$ cat config.mk
export PLATFORM = sky130hd
export DESIGN_NAME = exec_ctrl_flat
export DESIGN_NICKNAME = d
export VERILOG_FILES = /design/src/rtl/exec_ctrl_pkg.sv /design/src/rtl/exec_ctrl_if.sv /design/src/rtl/exec_ctrl_imm_gen.sv /design/src/rtl/exec_ctrl.sv /design/src/flat_wrapper.sv
export SDC_FILE = /design/constraint.sdc
export NUM_CORES = 1
export LEC_CHECK = 0
export CORE_UTILIZATION = 39
export DETAILED_ROUTE_END_ITERATION = 12
export PLACE_DENSITY = 0.88
export SYNTH_ARGS = -nofsm -noshare
export SYNTH_HDL_FRONTEND = slang
export SYNTH_SLANG_ARGS = --single-unit
$ cat constraint.sdc
create_clock -name clk_i -period 3.23 [get_ports clk_i]
set_input_delay 0.8075 -clock clk_i [delete_from_list [all_inputs] [get_ports clk_i]]
set_output_delay 0.8075 -clock clk_i [all_outputs]
set_load 0.01 [all_outputs]
$ cat src/rtl/exec_ctrl_pkg.sv
// Shared types and constants for the execute sequencer: ALU encodings,
// supported opcodes and the controller state enumeration.
package exec_ctrl_pkg;

    localparam int XLEN       = 32;
    localparam int REG_ADDR_W = 5;

    localparam logic [6:0] OPC_OP     = 7'b0110011;
    localparam logic [6:0] OPC_OP_IMM = 7'b0010011;

    typedef enum logic [2:0] {
        ALU_ADD  = 3'b000,
        ALU_SLL  = 3'b001,
        ALU_SLT  = 3'b010,
        ALU_SLTU = 3'b011,
        ALU_XOR  = 3'b100,
        ALU_SR   = 3'b101,
        ALU_OR   = 3'b110,
        ALU_AND  = 3'b111
    } alu_funct3_e;

    typedef enum logic [6:0] {
        F7_DEFAULT = 7'b0000000,
        F7_NEG     = 7'b0100000
    } alu_funct7_e;

    typedef enum logic [1:0] {
        ST_IDLE = 2'b00,
        ST_READ = 2'b01,
        ST_EXEC = 2'b10,
        ST_WB   = 2'b11
    } exec_state_e;

    function automatic logic opc_supported(input logic [6:0] opc);
        return (opc == OPC_OP) || (opc == OPC_OP_IMM);
    endfunction

endpackage

$ cat src/rtl/exec_ctrl_if.sv
// Bundle of fetch handshake, register-file and ALU connections of exec_ctrl.
// The master side is the controller; the slave side is its environment.
interface exec_ctrl_if;
    import exec_ctrl_pkg::*;

    logic                  instr_valid_i;
    logic [XLEN-1:0]       instr_i;
    logic                  instr_ready_o;
    logic [REG_ADDR_W-1:0] rs1_addr_o;
    logic [REG_ADDR_W-1:0] rs2_addr_o;
    logic [XLEN-1:0]       rs1_data_i;
    logic [XLEN-1:0]       rs2_data_i;
    logic [XLEN-1:0]       alu_operand_1_o;
    logic [XLEN-1:0]       alu_operand_2_o;
    alu_funct7_e           alu_funct7_o;
    alu_funct3_e           alu_funct3_o;
    logic [XLEN-1:0]       alu_result_i;
    logic                  rd_we_o;
    logic [REG_ADDR_W-1:0] rd_addr_o;
    logic [XLEN-1:0]       rd_data_o;
    logic                  illegal_o;
    logic                  busy_o;

    modport master (
        input  instr_valid_i, instr_i, rs1_data_i, rs2_data_i, alu_result_i,
        output instr_ready_o, rs1_addr_o, rs2_addr_o, alu_operand_1_o,
               alu_operand_2_o, alu_funct7_o, alu_funct3_o, rd_we_o,
               rd_addr_o, rd_data_o, illegal_o, busy_o
    );

    modport slave (
        output instr_valid_i, instr_i, rs1_data_i, rs2_data_i, alu_result_i,
        input  instr_ready_o, rs1_addr_o, rs2_addr_o, alu_operand_1_o,
               alu_operand_2_o, alu_funct7_o, alu_funct3_o, rd_we_o,
               rd_addr_o, rd_data_o, illegal_o, busy_o
    );

endinterface

$ cat src/rtl/exec_ctrl_imm_gen.sv
// I-type immediate generator: sign-extends instr[31:20] to the datapath width.
module exec_ctrl_imm_gen
    import exec_ctrl_pkg::*;
(
    input  logic [11:0]     imm12_i,
    output logic [XLEN-1:0] imm_o
);

    assign imm_o = {{(XLEN-12){imm12_i[11]}}, imm12_i};

endmodule

$ cat src/rtl/exec_ctrl.sv
// Four-state execute sequencer (IDLE/READ/EXEC/WB) for OP and OP-IMM
// instructions; owns the ALU control inputs and the register write port.
module exec_ctrl
    import exec_ctrl_pkg::*;
(
    input  logic       clk_i,
    input  logic       rst_ni,
    exec_ctrl_if.master bus
);

    exec_state_e     state_q, state_d;
    logic [XLEN-1:0] instr_q, instr_d;
    logic [XLEN-1:0] rd_data_q, rd_data_d;
    logic            illegal_q, illegal_d;
    logic            accept_s;
    logic            is_op_s;
    logic            is_op_imm_s;
    logic            neg_s;
    logic [XLEN-1:0] imm_s;

    exec_ctrl_imm_gen imm_gen_i (
        .imm12_i (instr_q[31:20]),
        .imm_o   (imm_s)
    );

    assign accept_s    = bus.instr_valid_i && (state_q == ST_IDLE);
    assign is_op_s     = (instr_q[6:0] == OPC_OP);
    assign is_op_imm_s = (instr_q[6:0] == OPC_OP_IMM);
    // Only SRAI among the I-type ops carries the NEG modifier in its immediate.
    assign neg_s = (is_op_s && instr_q[30]) ||
                   (is_op_imm_s && (instr_q[14:12] == 3'b101) &&
                    (instr_q[31:25] == 7'b0100000));

    // State and datapath registers with asynchronous reset.
    always_ff @(posedge clk_i or negedge rst_ni) begin
        if (!rst_ni) begin
            state_q   <= ST_IDLE;
            instr_q   <= 32'h0000_0000;
            rd_data_q <= 32'h0000_0000;
            illegal_q <= 1'b0;
        end else begin
            state_q   <= state_d;
            instr_q   <= instr_d;
            rd_data_q <= rd_data_d;
            illegal_q <= illegal_d;
        end
    end

    // Next-state logic.
    always_comb begin
        state_d = state_q;
        case (state_q)
            ST_IDLE: begin
                if (accept_s && opc_supported(bus.instr_i[6:0])) begin
                    state_d = ST_READ;
                end else begin
                    state_d = ST_IDLE;
                end
            end
            ST_READ: state_d = ST_EXEC;
            ST_EXEC: state_d = ST_WB;
            ST_WB:   state_d = ST_IDLE;
            default: state_d = ST_IDLE;
        endcase
    end

    // Instruction capture, result capture and illegal-opcode pulse.
    always_comb begin
        instr_d   = instr_q;
        rd_data_d = rd_data_q;
        illegal_d = 1'b0;
        if (accept_s) begin
            instr_d   = bus.instr_i;
            illegal_d = !opc_supported(bus.instr_i[6:0]);
        end else begin
            instr_d   = instr_q;
            illegal_d = 1'b0;
        end
        if (state_q == ST_EXEC) begin
            rd_data_d = bus.alu_result_i;
        end else begin
            rd_data_d = rd_data_q;
        end
    end

    // Outputs; everything idles at zero/default outside its own state.
    always_comb begin
        bus.instr_ready_o   = 1'b0;
        bus.rs1_addr_o      = 5'd0;
        bus.rs2_addr_o      = 5'd0;
        bus.alu_operand_1_o = 32'h0000_0000;
        bus.alu_operand_2_o = 32'h0000_0000;
        bus.alu_funct3_o    = ALU_ADD;
        bus.alu_funct7_o    = F7_DEFAULT;
        bus.rd_we_o         = 1'b0;
        bus.rd_addr_o       = 5'd0;
        bus.rd_data_o       = 32'h0000_0000;
        bus.illegal_o       = illegal_q;
        bus.busy_o          = (state_q != ST_IDLE);
        case (state_q)
            ST_IDLE: bus.instr_ready_o = 1'b1;
            ST_READ: begin
                bus.rs1_addr_o = instr_q[19:15];
                bus.rs2_addr_o = instr_q[24:20];
            end
            ST_EXEC: begin
                bus.alu_operand_1_o = bus.rs1_data_i;
                bus.alu_operand_2_o = is_op_imm_s ? imm_s : bus.rs2_data_i;
                bus.alu_funct3_o    = alu_funct3_e'(instr_q[14:12]);
                bus.alu_funct7_o    = neg_s ? F7_NEG : F7_DEFAULT;
            end
            ST_WB: begin
                bus.rd_addr_o = instr_q[11:7];
                bus.rd_data_o = rd_data_q;
                bus.rd_we_o   = (instr_q[11:7] != 5'd0);
            end
            default: bus.instr_ready_o = 1'b0;
        endcase
    end

endmodule

$ cat src/flat_wrapper.sv
// flat-port wrapper written by rule: the top's interface ports become plain ports
module exec_ctrl_flat import exec_ctrl_pkg::*;
  (clk_i, rst_ni, bus_instr_valid_i, bus_instr_i, bus_rs1_data_i, bus_rs2_data_i, bus_alu_result_i, bus_instr_ready_o, bus_rs1_addr_o, bus_rs2_addr_o, bus_alu_operand_1_o, bus_alu_operand_2_o, bus_alu_funct7_o, bus_alu_funct3_o, bus_rd_we_o, bus_rd_addr_o, bus_rd_data_o, bus_illegal_o, bus_busy_o);
  exec_ctrl_if bus_i ();
  input  logic clk_i;
  input  logic rst_ni;
  input wire logic [$bits(bus_i.instr_valid_i)-1:0] bus_instr_valid_i;
  input wire logic [$bits(bus_i.instr_i)-1:0] bus_instr_i;
  input wire logic [$bits(bus_i.rs1_data_i)-1:0] bus_rs1_data_i;
  input wire logic [$bits(bus_i.rs2_data_i)-1:0] bus_rs2_data_i;
  input wire logic [$bits(bus_i.alu_result_i)-1:0] bus_alu_result_i;
  output wire logic [$bits(bus_i.instr_ready_o)-1:0] bus_instr_ready_o;
  output wire logic [$bits(bus_i.rs1_addr_o)-1:0] bus_rs1_addr_o;
  output wire logic [$bits(bus_i.rs2_addr_o)-1:0] bus_rs2_addr_o;
  output wire logic [$bits(bus_i.alu_operand_1_o)-1:0] bus_alu_operand_1_o;
  output wire logic [$bits(bus_i.alu_operand_2_o)-1:0] bus_alu_operand_2_o;
  output wire logic [$bits(bus_i.alu_funct7_o)-1:0] bus_alu_funct7_o;
  output wire logic [$bits(bus_i.alu_funct3_o)-1:0] bus_alu_funct3_o;
  output wire logic [$bits(bus_i.rd_we_o)-1:0] bus_rd_we_o;
  output wire logic [$bits(bus_i.rd_addr_o)-1:0] bus_rd_addr_o;
  output wire logic [$bits(bus_i.rd_data_o)-1:0] bus_rd_data_o;
  output wire logic [$bits(bus_i.illegal_o)-1:0] bus_illegal_o;
  output wire logic [$bits(bus_i.busy_o)-1:0] bus_busy_o;
  assign bus_i.instr_valid_i = bus_instr_valid_i;
  assign bus_i.instr_i = bus_instr_i;
  assign bus_i.rs1_data_i = bus_rs1_data_i;
  assign bus_i.rs2_data_i = bus_rs2_data_i;
  assign bus_i.alu_result_i = bus_alu_result_i;
  assign bus_instr_ready_o = bus_i.instr_ready_o;
  assign bus_rs1_addr_o = bus_i.rs1_addr_o;
  assign bus_rs2_addr_o = bus_i.rs2_addr_o;
  assign bus_alu_operand_1_o = bus_i.alu_operand_1_o;
  assign bus_alu_operand_2_o = bus_i.alu_operand_2_o;
  assign bus_alu_funct7_o = bus_i.alu_funct7_o;
  assign bus_alu_funct3_o = bus_i.alu_funct3_o;
  assign bus_rd_we_o = bus_i.rd_we_o;
  assign bus_rd_addr_o = bus_i.rd_addr_o;
  assign bus_rd_data_o = bus_i.rd_data_o;
  assign bus_illegal_o = bus_i.illegal_o;
  assign bus_busy_o = bus_i.busy_o;
  exec_ctrl u_core (.clk_i(clk_i), .rst_ni(rst_ni), .bus(bus_i));
endmodule
# == Word-level counts from Yosys, hierarchy flattened ==
# Cells that the tools add are included.
# word_totals
regBits,67
input_bits,131
output_inout_bits,125
elab_cells,39
# op_classes
eq_ne,9
mux,15
n_reduce_logical,11
# op_table
op,count
$mux 32,4
$eq 7x6->1 const B,3
$mux 5,3
$eq 7x5->1 const B,2
$pmux 2 s4,1
$mux 7,1
$mux 6,1
$logic_and 1x1->1,5
$reduce_bool 5->1,1
$eq 2x2->1 const B,2
$mux 1,4
$eq 3x3->1 const B,1
$mux 3,1
$eq 2x1->1 const B,1
$logic_not 2->1,1
$logic_or 1x1->1,2
$reduce_bool 2->1,1
$logic_not 1->1,1

# == Depth between registers and ports, before layout ==
# depth
depth_word,6
depth_mapped,6
ltp_nobuf,5

# == Hierarchy ==
# Synthesis repeated with hierarchy kept, for this count alone.
# unflattened
hier_cells,395
area_unflattened_um2,4083.9
# modules_own_cells
module,instances,cells_each,area_per_inst_um2,seq_area_each_um2
exec_ctrl,1,363,3843.7,1676.6
exec_ctrl_imm_gen,1,32,240.2,0.0

# == Worst setup path after synthesis ==
# Ideal clock, no wire load.
# synth_timing
path_type,register to output
from,register u_core.state_q[0]
to,output bus_alu_funct7_o[5]
t_arrival_ns,1.526
required_ns,2.423
slack_ns,0.896
path_stages_with_launch,7
path_buffers,2
path_cell_list,dfrtp_1 -> inv_1 -> ha_1 -> buf_2 -> buf_1 -> nand4b_1 -> nor3_1
# synth_between
elab_chain_len,2
# synth_rtl
item,line_no,rtl
from (decl),exec_ctrl.sv:11,"exec_state_e state_q, state_d;"
from (signal assigned),exec_ctrl.sv:42,state_q <= state_d;
$eq 2x2->1,exec_ctrl.sv:100,case (state_q)
$mux 7,exec_ctrl.sv:100,
to (decl),flat_wrapper.sv:17,output wire logic [$bits(bus_i.alu_funct7_o)-1:0] bus_alu_funct7_o;
# No other way between the ends.

# == Worst setup path in the final report ==
# layout_timing
from,register u_core.state_q[0]
to,output bus_alu_operand_2_o[18]
# layout_between
elab_chain_len,2
# layout_rtl
item,line_no,rtl
$eq 2x2->1,exec_ctrl.sv:100,
$mux 32,exec_ctrl.sv:100,
to (decl),flat_wrapper.sv:16,output wire logic [$bits(bus_i.alu_operand_2_o)-1:0] bus_alu_operand_2_o;
# No other way between the ends.

==> results.cfg <==
[cells_and_area]
drive_gt1_frac = 0.201
nets = 732
antenna_cells = 0
fill_cells = 670
area_growth_pct = 78.4

[worst_setup_path]
path_class = flop to output port
critPathArrivalTime_ns = 2.33
worstSetupEndpointType = output port
crit_fanout = 5
setup.worst_path.start_class = flop
required_ns = 2.42

[timing]
drv_slew = 0
fmax_mhz = 319
finClkSkew_ns = 0.00482
rsz0062_at_grt = false
setup_viol = 0
fin_tns_setup_ns = 0
post-route-period-util = 0.970
hold_violations = 0
finalCriticalPeriod_ns = 3.13
setup_ws_ns = 0.0969

[outcome]
outcome = finished clean

[logic_synthesis]
yosys.area_share.simple = 0.207
synth_compound_area_frac = 0.0554
synthXorXnorAreaFrac = 0
synth_top_area_frac = 0.450
synth_edf_count = 0
syn_area_per_cell_um2 = 10.8
async_reset_ff_frac = 1.00
synth-seq-cells = 67
yosys-mux-area-fraction = 0.223
synth_flop_cell = dfrtp_1
yosysTopAreaCell = dfrtp_1
yosys-top-cells-area = dfrtp_1 (45%), mux2_2 (19%), and2_1 (14%), o21ai_2 (4.7%), nand2_1 (4.4%)
yosysWarnings = 0
syn_inst = 345
synth_top_family_by_area = multiplexers
synth_cell_types = 29
yosysSeqAreaShare = 0.450
synthAdderAreaFrac = 0.0134
synthesis.area_um2 = 3720

[cts]
clock_latency_ns = 0.34
ctsHtreeMaxLevel = 3
root_buffer = clkbuf_8
cts_tree = done
clkTransAtPathRegs_ns = 0.07
cts_sinks = 67
cts_buffers = 9
clock_path_buffers = 2
cts-hold-fix-buffers = 0

[floorplan]
die_y_um = 99.7
initial_core_util = 0.403
row_count = 35
die_w_um = 99.7
die_area_um2 = 9940
io_pins = 256
core_area_um2 = 9240

[min_path]
hp-class = input port to asynchronous set/reset pin

[global_routing]
grt_use_total = 0.223
first_global_vias = 3452
grt_pass1_wl_um = 17000
antenna_found_initial = 0
grt_overflow = 0
grt_max_degree = 112

[route]
wl_per_cell_um = 15.8
antenna_left = 0
totalWireLength_um = 11500
dr.pass1.iters = 4
drc = 0
drt-initial-drc-count = 112
vias = 3444
viasPerCell = 4.72

[pwr]
peakVddDrop_v = 0.000457
power_mw = 4.78
power_density_nw_per_um2 = 719
total_leakage_power_nw = 2.96

[placed_design]
place_ws_ns = 0.241
hpwlAfterDp_um = 8590
gp_congestion = 0.831
portBuffers = 249

[flow_run]
drv_cap = 0
==> flip-flops by register name, summed over array words and instances, names as in the netlist <==
signal and flops:
u_core.instr_q 32, u_core.state_q 2, u_core.rd_data_q 32, u_core.bus.illegal_o 1
==> cell families after synthesis <==
logic type / count (synthesis)
and+or+nand+nor: 138
buffers and inverters: 35
muxes: 75
DFF: 67
other: 1
AOI/OAI and AO/OA: 25
adders and majority gates: 4
==> per-layer routing <==
metal / vias up / global-route usage / wire length, µm
met1: 1628 / 0.223 / 4080
met5: - / 0 / 0
li1: 1648 / - / -
met3: 23 / 0.0717 / 882
met4: 0 / 0.0837 / 307
met2: 145 / 0.424 / 6260
==> cells in the mapped netlist, drive strengths merged, types with 2 or more instances <==
master	instances
dfrtp	67
nor4b	2
inv	5
clkbuf	10
nor2	2
and2	82
mux2i	11
a31oi	2
ha	4
buf	20
o21ai	21
mux2	64
nand2	44
or4	2
==> power by group <==
group	total [mW]	switching (mW)	internal, mW
sequential	1.52	0.242	1.27
combinational	2.68	1.11	1.57
clock	0.584	0.292	0.292
==> cell usage in the layout (no fill, tap or decap), types with 2 or more instances in the layout <==
master / instances
dfrtp_1: 67
clkbuf_8: 10
clkdlybuf4s50_1: 227
clkbuf_1: 2
a31oi_1: 2
clkinv_2: 3
and2_1: 82
or4_4: 4
mux2i_1: 11
conb_1: 6
dlymetal6s2s_1: 20
o21ai_2: 20
buf_4: 11
buf_12: 2
nand2_1: 44
inv_1: 4
nor4b_1: 2
mux2_2: 64
ha_1: 3
==> path summary, 6_finish.rpt <==
path                                                       from                               end  slack, ns  cells past startpoint
min in group clk_i              u_core.rd_data_q[0]$_DFFE_PN0P_   u_core.rd_data_q[0]$_DFFE_PN0P_       0.50                      1
worst max-delay path                u_core.state_q[0]$_DFF_PN0_           bus_alu_operand_2_o[18]        0.1                      6
worst min register to register  u_core.rd_data_q[0]$_DFFE_PN0P_   u_core.rd_data_q[0]$_DFFE_PN0P_       0.50                      1
worst min-delay path                                     rst_ni    u_core.instr_q[22]$_DFFE_PN0P_       0.47                      2
worst max register to register      u_core.state_q[1]$_DFF_PN0_     u_core.instr_q[5]$_DFFE_PN0P_       1.49                      5
max in group asynchronous                                rst_ni  u_core.rd_data_q[30]$_DFFE_PN0P_       2.47                      2
==> through the flow <==
stage / instances / util / instance area [µm²] / hold slack (ns)
floorplan: 350 / - / 3740 / 0.471
global placement: 705 / 0.684 / 6320 / 0.480
detailed placement: 705 / 0.684 / 6320 / 0.487
CTS: 723 / 0.707 / 6530 / 0.488
global route: 730 / 0.719 / 6640 / 0.502
finish: 730 / 0.719 / 6640 / 0.475
==> timing repair <==
item | CTS | global route
endpoints found under the hold margin | 0 | 0
endpoints found under the setup margin | 25 | 20
cloned | 2 | 1
buffers inserted | 1 | 6
pin swaps | 2 | 1
resized for setup | 5 | 23
==> worst max-delay path, stage by stage, from the launching register on <==
cell,delay [ns]
dfrtp_1,0.41
inv_2,0.09
ha_4,0.16
inv_1,0.11
or4_4,0.58
o21ai_2,0.09
clkdlybuf4s50_1,0.55
==> final cells by class <==
class                   instances  area [µm²]  share of cell area
repair buffers                263        2690               0.404
multi-input cells             251        1940               0.292
flip-flops and latches         67        1680               0.252
well taps                     129         161              0.0243
clock buffers                  12         145              0.0218
inverters                       5        18.8             0.00283
clock inverters                 3        15.0             0.00226
No activity file was read; power rests on OpenSTA's default activity.
